## src/rtl/seq_digit_buffer.sv

```systemverilog
// Keypad digit shift buffer for the 7-seg display: edge-detected entry and backspace,
// fill tracking, and a pattern detector with a saturating hit counter.
module seq_digit_buffer #(
  parameter int                     DIGITS  = 8,
  parameter int                     DW      = 4,
  parameter int                     PAT_LEN = 4,
  parameter logic [PAT_LEN*DW-1:0]  PATTERN = 16'h230B,
  localparam int                    CW      = $clog2(DIGITS + 1)
) (
  input  logic                 clk,
  input  logic                 rst,
  input  logic                 ce,
  input  logic                 bs,
  input  logic [DW-1:0]        dat,
  output logic [DIGITS*DW-1:0] disp_seq,
  output logic [DIGITS-1:0]    disp_off,
  output logic [CW-1:0]        count,
  output logic                 full,
  output logic                 match,
  output logic [7:0]           match_cnt
);

  logic                 ce_d;
  logic                 bs_d;
  logic                 ce_stb;
  logic                 bs_stb;
  logic [DIGITS*DW-1:0] seq_n;
  logic [DIGITS-1:0]    off_n;
  logic [CW-1:0]        count_n;
  logic                 match_n;

  assign ce_stb = ce & ~ce_d;
  assign bs_stb = bs & ~bs_d;

  // Entry takes priority; a simultaneous backspace is dropped, not deferred.
  always_comb begin
    seq_n   = disp_seq;
    off_n   = disp_off;
    count_n = count;
    match_n = 1'b0;
    if (ce_stb) begin
      seq_n   = {disp_seq[DIGITS*DW-DW-1:0], dat};
      off_n   = {disp_off[DIGITS-2:0], 1'b0};
      count_n = (count == CW'(DIGITS)) ? count : count + CW'(1);
      match_n = (count_n >= CW'(PAT_LEN)) && (seq_n[PAT_LEN*DW-1:0] == PATTERN);
    end else if (bs_stb && (count != '0)) begin
      seq_n   = {{DW{1'b0}}, disp_seq[DIGITS*DW-1:DW]};
      off_n   = {1'b1, disp_off[DIGITS-1:1]};
      count_n = count - CW'(1);
    end
  end

  always_ff @(posedge clk or posedge rst) begin
    if (rst) begin
      ce_d      <= 1'b0;
      bs_d      <= 1'b0;
      disp_seq  <= '0;
      disp_off  <= '1;
      count     <= '0;
      full      <= 1'b0;
      match     <= 1'b0;
      match_cnt <= 8'd0;
    end else begin
      ce_d     <= ce;
      bs_d     <= bs;
      disp_seq <= seq_n;
      disp_off <= off_n;
      count    <= count_n;
      full     <= (count_n == CW'(DIGITS));
      match    <= match_n;
      if (match_n && (match_cnt != 8'hFF)) begin
        match_cnt <= match_cnt + 8'd1;
      end
    end
  end

endmodule
```

## config.mk

```make
export PLATFORM = sky130hd
export DESIGN_NAME = seq_digit_buffer
export DESIGN_NICKNAME = d
export VERILOG_FILES = /design/src/rtl/seq_digit_buffer.sv
export SDC_FILE = /design/constraint.sdc
export NUM_CORES = 1
export LEC_CHECK = 0
export ABC_AREA = 1
export CAP_MARGIN = 20
export CELL_PAD_IN_SITES_DETAIL_PLACEMENT = 1
export CELL_PAD_IN_SITES_GLOBAL_PLACEMENT = 1
export CORE_UTILIZATION = 38
export CTS_CLUSTER_SIZE = 28
export DETAILED_ROUTE_END_ITERATION = 12
export MAX_ROUTING_LAYER = met4
export PLACE_DENSITY = 0.84
export SKIP_LAST_GASP = 1
export SYNTH_ARGS = -nofsm -noshare
export SYNTH_HDL_FRONTEND = slang
export SYNTH_SLANG_ARGS = --single-unit
```

## constraint.sdc

```tcl
create_clock -name clk -period 1.9 [get_ports clk]
set_input_delay 0.38 -clock clk [delete_from_list [all_inputs] [get_ports clk]]
set_output_delay 0.38 -clock clk [all_outputs]
set_load 0.03 [all_outputs]
```

==> results by group <==
Timing
  • Worst Tran Pin Value: between 0.3 and 0.4 ns
  • Fmax: 538 MHz
  • Final setup TNS: 0 ns
  • Final Hold Fails: 0
  • Tmin final: 1.86 ns
  • Final period utilization: 97.9%
  • Clk_skew: 0.00303 ns
  • Setup-failing EPs final: 0
  • Slew Limit Fails: 0
  • RSZ-0062 raised after global routing: false
  • Worst setup margin: between 0.03 and 0.04 ns
  • Max-slew headroom: 76.6%

Final layout
  • # diodes: 0
  • Area growth from synthesis to layout: 27.7%
  • Post-route cell area: 0.00398 mm2
  • Most frequent cells in the layout: nand2_1, inv_1, dfrtp_1, clkdlybuf4s50_1, nor2_1
  • Nets@finish: ~450
  • Most common cell after layout, fill and taps aside: nand2_1
  • Proportion of layout cells with a drive suffix above 1: a little under an eighth
  • Fillers: 948

Worst setup path
  • Levels on crit path: 1
  • Critical Path, Cell by Cell: clkdlybuf4s50_1
  • Critical path startpoint category: register
  • CP delay by family, top: buffers and inverters
  • Slowest cell on crit path: clkdlybuf4s50_1
  • Bufs and invs on worst path: 1
  • FF-to-FF path depth: 8
  • WP data arrival: 1.48 ns
  • Worst Path Required: 1.52 ns
  • Critical path peak fanout: 5
  • Slowest stage delay, CP: 0.71 ns
  • Kind of critical path: register to output pin
  • Worst Setup End Kind: output pin

Place
  • Post-DP HPWL: a little under 6 mm
  • Setup WS pre-CTS: -0.00691 ns
  • # port buffers: 61
  • Area after DPL: 0.00390 mm2
  • RD Place Congestion: 0.762

Route
  • Via count: between 2,000 and 3,000
  • DR WL/cell: 14.6 um
  • Post-DRT Antenna Nets: 0
  • Wirelength, routed: 7.98 mm
  • DRC: 0
  • Initial drt markers: 74
  • Router iterations before antenna repair: 4
  • Via density: 5.13

Synthesis
  • Adder-cell area share of the yosys netlist: 1.20%
  • Fraction of synthesized cell area in xor and xnor cells: 0.843%
  • Largest family of logic cells by synthesized area: simple AND/OR/NAND/NOR gates
  • Syn nets: 388
  • Synthesized instance count: 377
  • Synth Area in Compound Gates: 16.2%
  • FF+latch count, synth: between 50 and 60
  • Distinct cells, synth: 35
  • Mean area per synthesized cell: 8.27 um2
  • Sequential share of the synthesized area: 45.3%
  • Mapped cell area: between 0.003 and 0.004 mm2
  • Simple-gate portion of the synthesized area: 27.1%
  • Yosys warns: 0
  • Post-synthesis mux area share: 0%
  • Top post-synthesis cells by area: dfrtp_1, nand2_1, dfstp_2
  • Synth top area share: 38.5%
  • Synth area leader: dfrtp_1

GRT
  • First-pass GRT wire length: 13.9 mm
  • Vias in the first global route: 2,854
  • Initial antenna violation count: 0
  • Global Route Usage Sum: 20.8%
  • Largest net degree at the start of global routing: 56
  • Gr ovfl total: 0

Clocking
  • Root buffer cell: clkbuf_8
  • Postcts setup bufs: 0
  • H-Tree Depth: 2
  • Insertion delay to the later sink of the worst-skew pair: 0.31 ns
  • Clock sink total: 56
  • Clock Tree Buf Depth: 2
  • CTS Buf Count: 5
  • CTS tree: built
  • Clk slew on worst S/H paths: roughly 0.10 ns
  • Post-CTS Hold Buffers: 0

Die
  • Die height: between 90 and 100 um
  • Die width: 92.6 um
  • Full die area: about 0.0086 mm2
  • Number of I/O pins: 62
  • Initial core utilization: 39.7%
  • Core area: 0.00785 mm2
  • Cell Rows: 32

Power and ir drop
  • P per Cell Area: 1240 mW/mm2
  • Lkg Pwr: 1.85 nW
  • Peak supply drop: between 0.5 and 0.6 mV

Hold path
  • Hold Path Class: primary input to asynchronous set/reset pin

Run status
  • Status: completed

Run
  • Max capacitance violation total: 0
-- cell usage after synthesis, drive strengths merged --
master and number:
xor2 1, buf 9, inv 51, a31oi 6
nand2 106, a21oi 8, o211ai 21, nand3 21
dfrtp 48, clkbuf 8, xnor2 2, nand4 16
o221ai 1, ha 3, dfstp 8, nand3b 1
nor3 2, o21ai 31, nor2 33, and2 1
-- power by group --
part           switching (mW)  total [mW]  internal, mW  leakage (nW)
logic                    1.50        2.37         0.875          1.13
registers               0.334        1.86          1.53         0.678
clock network           0.400       0.698         0.298        0.0445
total                    2.23        4.93          2.70          1.85
-- stage by stage --
step | power, mW | std cells | hold WS [ns] | utilization [%]
after global routing | 5.25 | 545 | 0.468 | 50.7
after detailed placement | 4.35 | 537 | 0.491 | 49.7
after CTS | 5.01 | 545 | 0.439 | 50.7
after global placement | 4.27 | 537 | 0.486 | 49.7
final | 4.93 | 545 | 0.437 | 50.7
after floorplan | 3.37 | 377 | 0.411 | -
-- layer usage --
layer | vias up | part of all wire, % | GRT usage, %
li1 | 1359 | - | -
met1 | 1377 | 43 | 24.6
met2 | 50 | 52 | 35.9
met3 | 9 | 4.4 | 4.68
met4 | 0 | 1.1 | 5.34
met5 | - | 0 | -
-- sequential cells by signal, summed over array words and instances (netlist names) --
| signal | count |
|---|---|
| match | 1 |
| full | 1 |
| disp_off | 8 |
| match_cnt | 8 |
| count | 4 |
| disp_seq | 32 |
| bs_d | 1 |
| ce_d | 1 |
-- cells by family (layout without fill, tap and decap cells) --
family / after synthesis / after routing
AOI/OAI and AO/OA: 67 / 67
xor gates and xnor gates: 3 / 3
adders and majority gates: 3 / 3
buffers and inverters: 68 / 134
DFF: 56 / 56
and+or+nand+nor: 180 / 180
-- timing repair --
action                     4_1_cts  5_1_grt
resized for setup               13        1
pin swaps                        0        0
cloned                           0        0
setup endpoints to repair       13        1
-- cell type report --
class                   instances  area (um2)  area share (%)
well taps                     102         128            3.21
repair buffers                 75         739            18.6
flip-flops and latches         56        1410            35.5
clock buffers                   7        86.3            2.17
multi-input cells             253        1410            35.5
inverters                      51         194            4.87
clock inverters                 1        7.51           0.189
-- final timing paths --
kind / startpoint / endpoint / slack (ns)
max in group asynchronous: rst / disp_seq[9] / 1.15
hold / removal: rst / disp_seq[17] / 0.44
setup reg to reg: count[1] / match_cnt[5] / 0.20
setup / recovery: match_cnt[3] / match_cnt[3] / 0.04
min in group clk: disp_off[0] / disp_off[0] / 0.50
hold reg to reg: disp_off[0] / disp_off[0] / 0.50
No activity file was read; power rests on OpenSTA's default activity.
